===== src/rtl/aud_recorder_ms_if.sv =====
`default_nettype none
// ============================================================================
//  Module      : aud_recorder_ms_if
//  Description : SRAM write bus and status from the I2S recorder.
//  Revision    : 1.0 - initial release
// ============================================================================
interface aud_recorder_ms_if #(
   parameter int DATA_W = 16,
   parameter int ADDR_W = 20
) ();
   logic [ADDR_W-1:0] address;
   logic [DATA_W-1:0] data;
   logic              we;
   logic [ADDR_W:0]   len;
   logic              busy;
   logic              full;

   modport master (
      output address,
      output data,
      output we,
      output len,
      output busy,
      output full
   );

   modport slave (
      input address,
      input data,
      input we,
      input len,
      input busy,
      input full
   );
endinterface
`default_nettype wire


===== src/rtl/aud_recorder_ms.sv =====
`default_nettype none
// ============================================================================
//  Module      : aud_recorder_ms
//  Description : I2S deserialiser feeding an SRAM writer, frame-aligned pause.
//                Define AUD_REC_STEREO_EN to record both channels.
//  Revision    : 1.0 - initial release
// ============================================================================
module aud_recorder_ms #(
   parameter int                DATA_W   = 16,
   parameter int                ADDR_W   = 20,
   parameter logic [ADDR_W-1:0] MAX_ADDR = {ADDR_W{1'b1}}
) (
   input  wire logic          i_clk,
   input  wire logic          i_rst_n,
   input  wire logic          i_lrc,
   input  wire logic          i_data,
   input  wire logic          i_start,
   input  wire logic          i_pause,
   input  wire logic          i_stop,
   aud_recorder_ms_if.master  wr
);

`ifdef AUD_REC_STEREO_EN
   localparam logic c_stereo = 1'b1;
`else
   localparam logic c_stereo = 1'b0;
`endif

   localparam int               CNT_W      = $clog2(DATA_W + 1);
   localparam logic [CNT_W-1:0] c_cnt_last = CNT_W'(DATA_W - 1);
   localparam logic [CNT_W-1:0] c_cnt_done = CNT_W'(DATA_W);

   typedef enum logic [1:0] {
      ST_IDLE    = 2'd0,
      ST_WAIT    = 2'd1,
      ST_CAPTURE = 2'd2,
      ST_PAUSED  = 2'd3
   } state_t;

   state_t              r_state;
   logic                r_lrc_q;
   logic [CNT_W-1:0]    r_bit_cnt;
   logic [DATA_W-2:0]   r_shift;
   logic [ADDR_W-1:0]   r_ptr;
   logic [ADDR_W-1:0]   r_address;
   logic [DATA_W-1:0]   r_data;
   logic                r_we;
   logic [ADDR_W:0]     r_len;
   logic                r_busy;
   logic                r_full;
   logic                r_pause_pend;

   logic                w_edge;
   logic                w_fall;
   logic                w_sample;
   logic                w_last;
   logic                w_chan_ok;
   logic [DATA_W-1:0]   w_word;

   assign w_edge    = (i_lrc != r_lrc_q);
   assign w_fall    = r_lrc_q & ~i_lrc;
   assign w_sample  = ~w_edge && (r_bit_cnt != c_cnt_done);
   assign w_last    = w_sample && (r_bit_cnt == c_cnt_last);
   // Mono builds only keep the left half-frame (r_lrc_q low once past the edge)
   assign w_chan_ok = c_stereo | ~r_lrc_q;
   assign w_word    = {r_shift, i_data};

   always_ff @(posedge i_clk) begin
      if (!i_rst_n) begin
         r_state      <= ST_IDLE;
         r_lrc_q      <= 1'b0;
         r_bit_cnt    <= c_cnt_done;
         r_shift      <= '0;
         r_ptr        <= '0;
         r_address    <= '0;
         r_data       <= '0;
         r_we         <= 1'b0;
         r_len        <= '0;
         r_busy       <= 1'b0;
         r_full       <= 1'b0;
         r_pause_pend <= 1'b0;
      end else begin
         r_lrc_q <= i_lrc;
         r_we    <= 1'b0;

         if (w_edge) begin
            r_bit_cnt <= '0;
         end else if (w_sample) begin
            r_bit_cnt <= r_bit_cnt + CNT_W'(1);
         end

         if (w_sample) begin
            r_shift <= w_word[DATA_W-2:0];
         end

         case (r_state)
            ST_IDLE: begin
               if (i_start) begin
                  r_ptr   <= '0;
                  r_len   <= '0;
                  r_full  <= 1'b0;
                  r_busy  <= 1'b1;
                  r_state <= ST_WAIT;
               end
            end

            ST_WAIT: begin
               if (i_stop) begin
                  r_busy  <= 1'b0;
                  r_state <= ST_IDLE;
               end else if (i_pause) begin
                  r_state <= ST_PAUSED;
               end else if (w_fall) begin
                  r_state <= ST_CAPTURE;
               end
            end

            ST_CAPTURE: begin
               if (i_stop) begin
                  r_pause_pend <= 1'b0;
                  r_busy       <= 1'b0;
                  r_state      <= ST_IDLE;
               end else begin
                  if (i_pause) begin
                     r_pause_pend <= 1'b1;
                  end
                  if (w_last && w_chan_ok) begin
                     r_we      <= 1'b1;
                     r_address <= r_ptr;
                     r_data    <= w_word;
                     r_ptr     <= r_ptr + ADDR_W'(1);
                     r_len     <= r_len + (ADDR_W+1)'(1);
                     if (r_ptr == MAX_ADDR) begin
                        r_full       <= 1'b1;
                        r_pause_pend <= 1'b0;
                        r_busy       <= 1'b0;
                        r_state      <= ST_IDLE;
                     end
                  end else if (w_fall && (r_pause_pend || i_pause)) begin
                     // Pausing only on a left-channel start keeps stereo pairs together
                     r_pause_pend <= 1'b0;
                     r_state      <= ST_PAUSED;
                  end
               end
            end

            ST_PAUSED: begin
               if (i_stop) begin
                  r_busy  <= 1'b0;
                  r_state <= ST_IDLE;
               end else if (i_start) begin
                  r_state <= ST_WAIT;
               end
            end

            default: begin
               r_busy  <= 1'b0;
               r_state <= ST_IDLE;
            end
         endcase
      end
   end

   assign wr.address = r_address;
   assign wr.data    = r_data;
   assign wr.we      = r_we;
   assign wr.len     = r_len;
   assign wr.busy    = r_busy;
   assign wr.full    = r_full;

endmodule
`default_nettype wire

===== src/flat_wrapper.sv =====
// flat-port wrapper written by rule: the top's interface ports become plain ports
module aud_recorder_ms_flat 
#(
   parameter int                DATA_W   = 16,
   parameter int                ADDR_W   = 20,
   parameter logic [ADDR_W-1:0] MAX_ADDR = {ADDR_W{1'b1}}
)
  (i_clk, i_rst_n, i_lrc, i_data, i_start, i_pause, i_stop, wr_address, wr_data, wr_we, wr_len, wr_busy, wr_full);
  aud_recorder_ms_if #(.DATA_W(DATA_W), .ADDR_W(ADDR_W)) wr_i ();
  input  wire logic i_clk;
  input  wire logic i_rst_n;
  input  wire logic i_lrc;
  input  wire logic i_data;
  input  wire logic i_start;
  input  wire logic i_pause;
  input  wire logic i_stop;
  output wire logic [$bits(wr_i.address)-1:0] wr_address;
  output wire logic [$bits(wr_i.data)-1:0] wr_data;
  output wire logic [$bits(wr_i.we)-1:0] wr_we;
  output wire logic [$bits(wr_i.len)-1:0] wr_len;
  output wire logic [$bits(wr_i.busy)-1:0] wr_busy;
  output wire logic [$bits(wr_i.full)-1:0] wr_full;
  assign wr_address = wr_i.address;
  assign wr_data = wr_i.data;
  assign wr_we = wr_i.we;
  assign wr_len = wr_i.len;
  assign wr_busy = wr_i.busy;
  assign wr_full = wr_i.full;
  aud_recorder_ms #(.DATA_W(DATA_W), .ADDR_W(ADDR_W), .MAX_ADDR(MAX_ADDR)) u_core (.i_clk(i_clk), .i_rst_n(i_rst_n), .i_lrc(i_lrc), .i_data(i_data), .i_start(i_start), .i_pause(i_pause), .i_stop(i_stop), .wr(wr_i));
endmodule

===== config.mk =====
export PLATFORM = sky130hd
export DESIGN_NAME = aud_recorder_ms_flat
export DESIGN_NICKNAME = d
export VERILOG_FILES = /design/src/rtl/aud_recorder_ms_if.sv /design/src/rtl/aud_recorder_ms.sv /design/src/flat_wrapper.sv
export SDC_FILE = /design/constraint.sdc
export NUM_CORES = 1
export LEC_CHECK = 0
export ABC_AREA = 1
export CORE_UTILIZATION = 45
export DETAILED_ROUTE_END_ITERATION = 10
export PLACE_DENSITY = 0.8
export REMOVE_ABC_BUFFERS = 1
export SLEW_MARGIN = 15
export SYNTH_ARGS = -nofsm -noshare
export SYNTH_HDL_FRONTEND = slang
export SYNTH_SLANG_ARGS = --single-unit
export TNS_END_PERCENT = 30

===== constraint.sdc =====
create_clock -name i_clk -period 2.3 [get_ports i_clk]
set_clock_uncertainty 0.2 [all_clocks]
set_input_delay 0.345 -clock i_clk [delete_from_list [all_inputs] [get_ports i_clk]]
set_output_delay 0.345 -clock i_clk [all_outputs]
set_load 0.05 [all_outputs]

==> results of run 1 <==
==> cells in the final DEF (no fill, tap or decap), drive strengths merged <==
cell	count
a211oi	1
a21boi	1
a21oi	55
and2	1
buf	25
clkbuf	13
clkdlybuf4s50	64
clkinv	5
dfxtp	104
dlymetal6s2s	2
ha	6
inv	68
nand2	135
nand3	26
nand3b	3
nand4	14
nor2	152
nor3	9
o21ai	75
o31ai	1
or2	1
==> cell type report <==
type                       instances  share of cell area
clock inverter                     7              0.0154
sequential                       104               0.352
inverter                          66              0.0422
tap                              133              0.0281
clock buffer                       9              0.0209
timing repair buffer              95               0.167
multi-input combinational        480               0.374
==> what timing repair did <==
item,4_1_cts,5_1_grt
cloned,0,4
gates resized for setup,1,20
hold endpoints to repair,0,0
pin swaps,1,2
buffers inserted,1,4
endpoints found under the setup margin,4,79
==> worst max-delay path: cells and delay by family (launching register included) <==
family	cells	cell delay [ps]
simple gates	5	450
buf+inv	3	440
compound gates	3	430
flops	1	390
fa+ha+maj	2	290
==> routing by layer <==
metal	up-vias	part of all wire
met5	-	0
met4	0	0.016
met3	21	0.069
met2	178	0.49
met1	2189	0.43
li1	2328	-
==> cell families (layout without fill, tap and decap cells) <==
group / count (synthesis) / in the layout / share of synthesized area
and+or+nand+nor: 341 / 341 / 0.306
AOI/OAI and AO/OA: 133 / 133 / 0.148
DFF: 104 / 104 / 0.451
buffers and inverters: 89 / 177 / 0.0791
adders and majority gates: 6 / 6 / 0.0163
==> power by group through the flow <==
| stage | clock, W | sequential [W] | combinational, W |
|---|---|---|---|
| 2_1_floorplan | 0 | 0.00194 | 0.000221 |
| 3_3_place_gp | 0 | 0.00192 | 0.000386 |
| 3_5_place_dp | 0 | 0.00193 | 0.000403 |
| 4_1_cts | 0.00122 | 0.00189 | 0.000406 |
| 5_1_grt | 0.00130 | 0.00190 | 0.000500 |
| 6_report | 0.00121 | 0.00189 | 0.000459 |
==> through the flow <==
stage | hold WS [ps] | power [W] | area, um^2
after floorplan | 214 | 0.00216 | 4500
after global placement | 259 | 0.00231 | 5520
after detailed placement | 268 | 0.00233 | 5520
after CTS | 285 | 0.00351 | 5740
after global routing | 318 | 0.00369 | 5930
final | 279 | 0.00356 | 5930
==> path summary, 6_finish.rpt <==
check	slack, ps	to	from	cells after the start
max	10	u_core.r_ptr[12]	u_core.r_bit_cnt[0]	13
min	280	u_core.wr.busy	u_core.wr.busy	2
max reg2reg	10	u_core.r_ptr[12]	u_core.r_bit_cnt[0]	13
min reg2reg	280	u_core.wr.busy	u_core.wr.busy	2
==> registers in the layout, indices dropped and copies added, names as in the netlist <==
signal and flops:
u_core.r_lrc_q 1, u_core.r_bit_cnt 5, u_core.r_state 2, u_core.wr.address 20, u_core.wr.busy 1, u_core.wr.len 21, u_core.r_pause_pend 1, u_core.wr.full 1
u_core.wr.data 16, u_core.wr.we 1, u_core.r_shift 15, u_core.r_ptr 20
==> results.md, run 1 <==
- Drt pass-1 iters: 6
- Worst Path Arrival: 2370 ps
- Pwr dens: 600 nW/um^2
- Final setup violation count: 0
- Via count: roughly 4,700
- Final hold vios: 0
- Mapped Area: 4620 um^2
- Total GRT Usage: 0.219
- Logic gate share of total power: 0.129
- Drt initial violations: 225
- Run status: complete, no violations
- Post-synth EDFFs: 0
- Critical path fanouts, max: 12
- Mean Syn Cell Area: 6.86 um^2
- CTS clk-pin slew, worst paths: 110 ps
- GPL Wtd Cong: 0.848
- Fill cell count: 854
- Slew Viols, Final: 0
- Setup crit end kind: register
- Final net count: just under 800
- Top FF cell, synth: dfxtp_1
- Clock share of power: 0.340
- Top cells by area, synth: dfxtp_1, nor2_1, nand2_1
- Yosys warns: 0
- Via/cell ratio: 5.28
- Footprint of the multi-input gates: roughly 2200 um^2
- Register area: 2090 um^2
- NetSw: around 0.0011 W
- # DRC: 0
- Num CTS Buffers: 9
- Clock Latency Late Sink: 380 ps
- Worst Tran Pin Value: 547 ps
- Final core occ: 0.601
- PortBufs: 66
- Post-synthesis instance total: roughly 670
- Count of cell types in the netlist: 29
- Sequential Power Share: 0.531
- Final HPWL DP: 7900 um
- Initial antenna violation count: 0
- Sink Count: roughly 100
- Non-Filler Instances: 894
- Htree depth: 3
- Register area share after synthesis: 0.451
- Clk buf depth: 2
- Crit Path Category: register to register
- Largest area contributor in the netlist: dfxtp_1
- Initial core utilization: 0.468
- Setup crit start kind: register
- Largest net degree at the start of global routing: between 50 and 60
- WL final: 12,200 um
- Root Buffer: clkbuf_8
- RSZ-0062 raised after global routing: true
- Layout cells sized above 1: 0.0946
- Crit path time final: 2290 ps
- Site row count: 36
- Setup TNS: 0 ps
- Inserted Diodes: 0
- First-pass GRT wire length: 18,600 um
- Area of the core: 9860 um^2
- CTS tree: done
- Yosys reg bits: about 100
- Most Crowded Layer GR: met2
- Final ANT Viol Nets: 0
- Vias in the first global route: 4,201
- Die Y: slightly above 100 um
- Fin crit share: 0.995
- Synthesis-to-finish area growth: 28.4%
- Min-Delay Path Class: register to register
- Final setup margin: 11.1 ps
- Int Power: 0.00248 W
- Wire length per cell: 13.6 um
- Place WS: -176 ps
- CP max stage delay: 390 ps
- Worst vdd ir: 379 uV
- Max Freq: 437 MHz
- M2 GR Usage: 0.384
- Post-synth ARST share: 0
- CTS Hold Bufs: 0
- Sw Share: 0.303
- Crit-path cells: ha_4 > nand2_1 > nor2_2 > ha_1 > inv_1 > nor2_2 > nand3_2 > buf_4 > a21oi_4 > clkbuf_16 > nand2_1 > o21ai_1 > a21oi_1
- Slew Limit Headroom: 0.634
- Data required time of the worst path: 2380 ps
- M3 GR Usage: 0.0491
- Most common library cells after synthesis: nor2_1, nand2_1, dfxtp_1
- CP max-delay cell: dfxtp_4
- Met1 GRT Util: 0.269
- Io pins: 67
- Maxcap violations: 0
- Inst Count DP: 869
- Die extent in x: 103 um
- Leakage power: 2.25 nW
- Overflow after GRT: 0
- Yosys top cell area share: 0.451
- Count leader, synth: nor2_1
- DIE AREA: 10,700 um^2
Note: power is estimated with default switching activity, not from simulation.
==> inputs of run 2 (changes only) <==
--- a/config.mk
+++ b/config.mk
@@ -8,7 +8,8 @@
 export ABC_AREA = 1
 export CORE_UTILIZATION = 45
 export DETAILED_ROUTE_END_ITERATION = 10
-export PLACE_DENSITY = 0.8
+export DONT_BUFFER_PORTS = 1
+export PLACE_DENSITY = 0.72
 export REMOVE_ABC_BUFFERS = 1
 export SLEW_MARGIN = 15
 export SYNTH_ARGS = -nofsm -noshare
==> results.md, run 2 (synthesized netlist as in run 1, its figures left out) <==
- WL final: roughly 12,000 um
- Inst Count DP: slightly above 800
- Slew Viols, Final: 0
- Critical path fanouts, max: 26
- Logic gate share of total power: 0.122
- Drt pass-1 iters: 5
- Crit path time final: 2260 ps
- Sw Share: 0.301
- Int Power: between 0.002 and 0.0025 W
- Setup TNS: 0 ps
- Via count: 4,468
- NetSw: 0.00106 W
- Commonest non-fill, non-tap cells in the layout: nor2_1, nand2_1, dfxtp_1, o21ai_0, inv_1
- Data required time of the worst path: 2430 ps
- Initial antenna violation count: 0
- Most common cell after layout, fill and taps aside: nor2_1
- Worst vdd ir: 347 uV
- CP max-delay cell: dfxtp_4
- DIE AREA: 10,700 um^2
- Run status: complete, no violations
- # DRC: 0
- Final setup violation count: 0
- Synthesis-to-finish area growth: 18.3%
- Io pins: 67
- Htree depth: 3
- Via/cell ratio: 5.29
- Register area: around 2100 um^2
- Worst Path Arrival: approximately 2400 ps
- Sequential Power Share: 0.539
- Worst Tran Pin Value: approximately 590 ps
- Final net count: just over 700
- Root Buffer: clkbuf_8
- Die extent in x: 103 um
- RSZ-0062 raised after global routing: true
- Leakage power: 2.11 nW
- PortBufs: 0
- Overflow after GRT: 0
- Clock share of power: 0.339
- Inserted Diodes: 0
- Num CTS Buffers: 9
- Worst hold slack: 42.8 ps
- Setup crit start kind: register
- Tot Pwr: 0.00351 W
- CTS clk-pin slew, worst paths: 120 ps
- Final hold vios: 0
- Footprint of the multi-input gates: between 2000 and 2500 um^2
- Area of the core: between 9000 and 10,000 um^2
- Fin crit share: 0.981
- Max Freq: 443 MHz
- Site row count: 36
- Layout cells sized above 1: 0.129
- Pwr dens: 643 nW/um^2
- Non-Filler Instances: 845
- Final HPWL DP: roughly 7500 um
- Crit-path cells: ha_4 > nand2_2 > nor2_2 > ha_2 > inv_2 > nor2_2 > nand3_2 > buf_6 > buf_12 > nor2_4 > buf_12 > clkbuf_16 > o21ai_0 > a21oi_1
- Setup crit end kind: register
- Slew Limit Headroom: 0.605
- First-pass GRT wire length: ~17,000 um
- Min-Delay Path Class: input port to register
- Max reg flops: 21
- CTS tree: done
- Initial core utilization: 0.468
- Total GRT Usage: 0.207
- Drt initial violations: 144
- Fill cell count: approximately 900
- CP max stage delay: 380 ps
- Die Y: 103 um
- Maxcap violations: 0
- Vias in the first global route: 4,067
- Sink Count: about 100
- Clk buf depth: 2
- Largest net degree at the start of global routing: 55
- Final core occ: 0.554
- GPL Wtd Cong: 0.859
- Crit Path Category: register to register
- Wire length per cell: 13.8 um
- Final ANT Viol Nets: 0
- Clock Latency Late Sink: 390 ps
==> run 2: final cells by class <==
type,count,share of cell area
inverters,66,0.0458
multi-input cells,480,0.413
flip-flops and latches,104,0.382
well taps,133,0.0304
repair buffers,46,0.0895
clock buffers,9,0.0227
clock inverters,7,0.0163
==> run 2: critical path: cells and delay by family, from the launching register on <==
kind,cells,cell delay [ps]
buffers and inverters,5,630
and+or+nand+nor,5,470
DFF,1,380
adders and majority gates,2,310
AOI/OAI and AO/OA,2,220
==> run 2: power by group through the flow <==
stage | Sequential, W | Clock (W) | Combinational (W)
final | 0.00189 | 0.00119 | 0.000428
after global routing | 0.00190 | 0.00129 | 0.000469
after CTS | 0.00189 | 0.00121 | 0.000364
after detailed placement | 0.00193 | 0 | 0.000343
after global placement | 0.00193 | 0 | 0.000332
after floorplan | 0.00194 | 0 | 0.000221
==> run 2: repair_timing <==
item,4_1_cts,5_1_grt
buffers inserted,0,6
setup endpoints to repair,0,56
resized for setup,0,35
hold endpoints to repair,55,0
hold buffers,4,0
==> run 2: path summary, 6_finish.rpt <==
path | from | cells past startpoint | end | slack, ps
min reg2reg | u_core.r_pause_pend | 2 | u_core.r_pause_pend | 300
max reg2reg | u_core.r_bit_cnt[1] | 14 | u_core.wr.address[3] | 40
min | i_pause | 4 | u_core.r_pause_pend | 40
max | u_core.r_bit_cnt[1] | 14 | u_core.wr.address[3] | 40
==> run 2: per-layer routing <==
metal  wire length, um  GRT usage  vias up
met5                 0          0        -
met1              5020      0.242     2105
met3               751     0.0524       18
li1                  -          -     2237
met4               193     0.0834        0
met2              5680      0.364      108
==> run 2: metrics by stage <==
stage	area, um^2	setup WS [ps]
floorplan	4500	-177
global placement	4930	105
detailed placement	4930	24.1
CTS	5200	12.6
global route	5470	-51.3
finish	5470	44.7
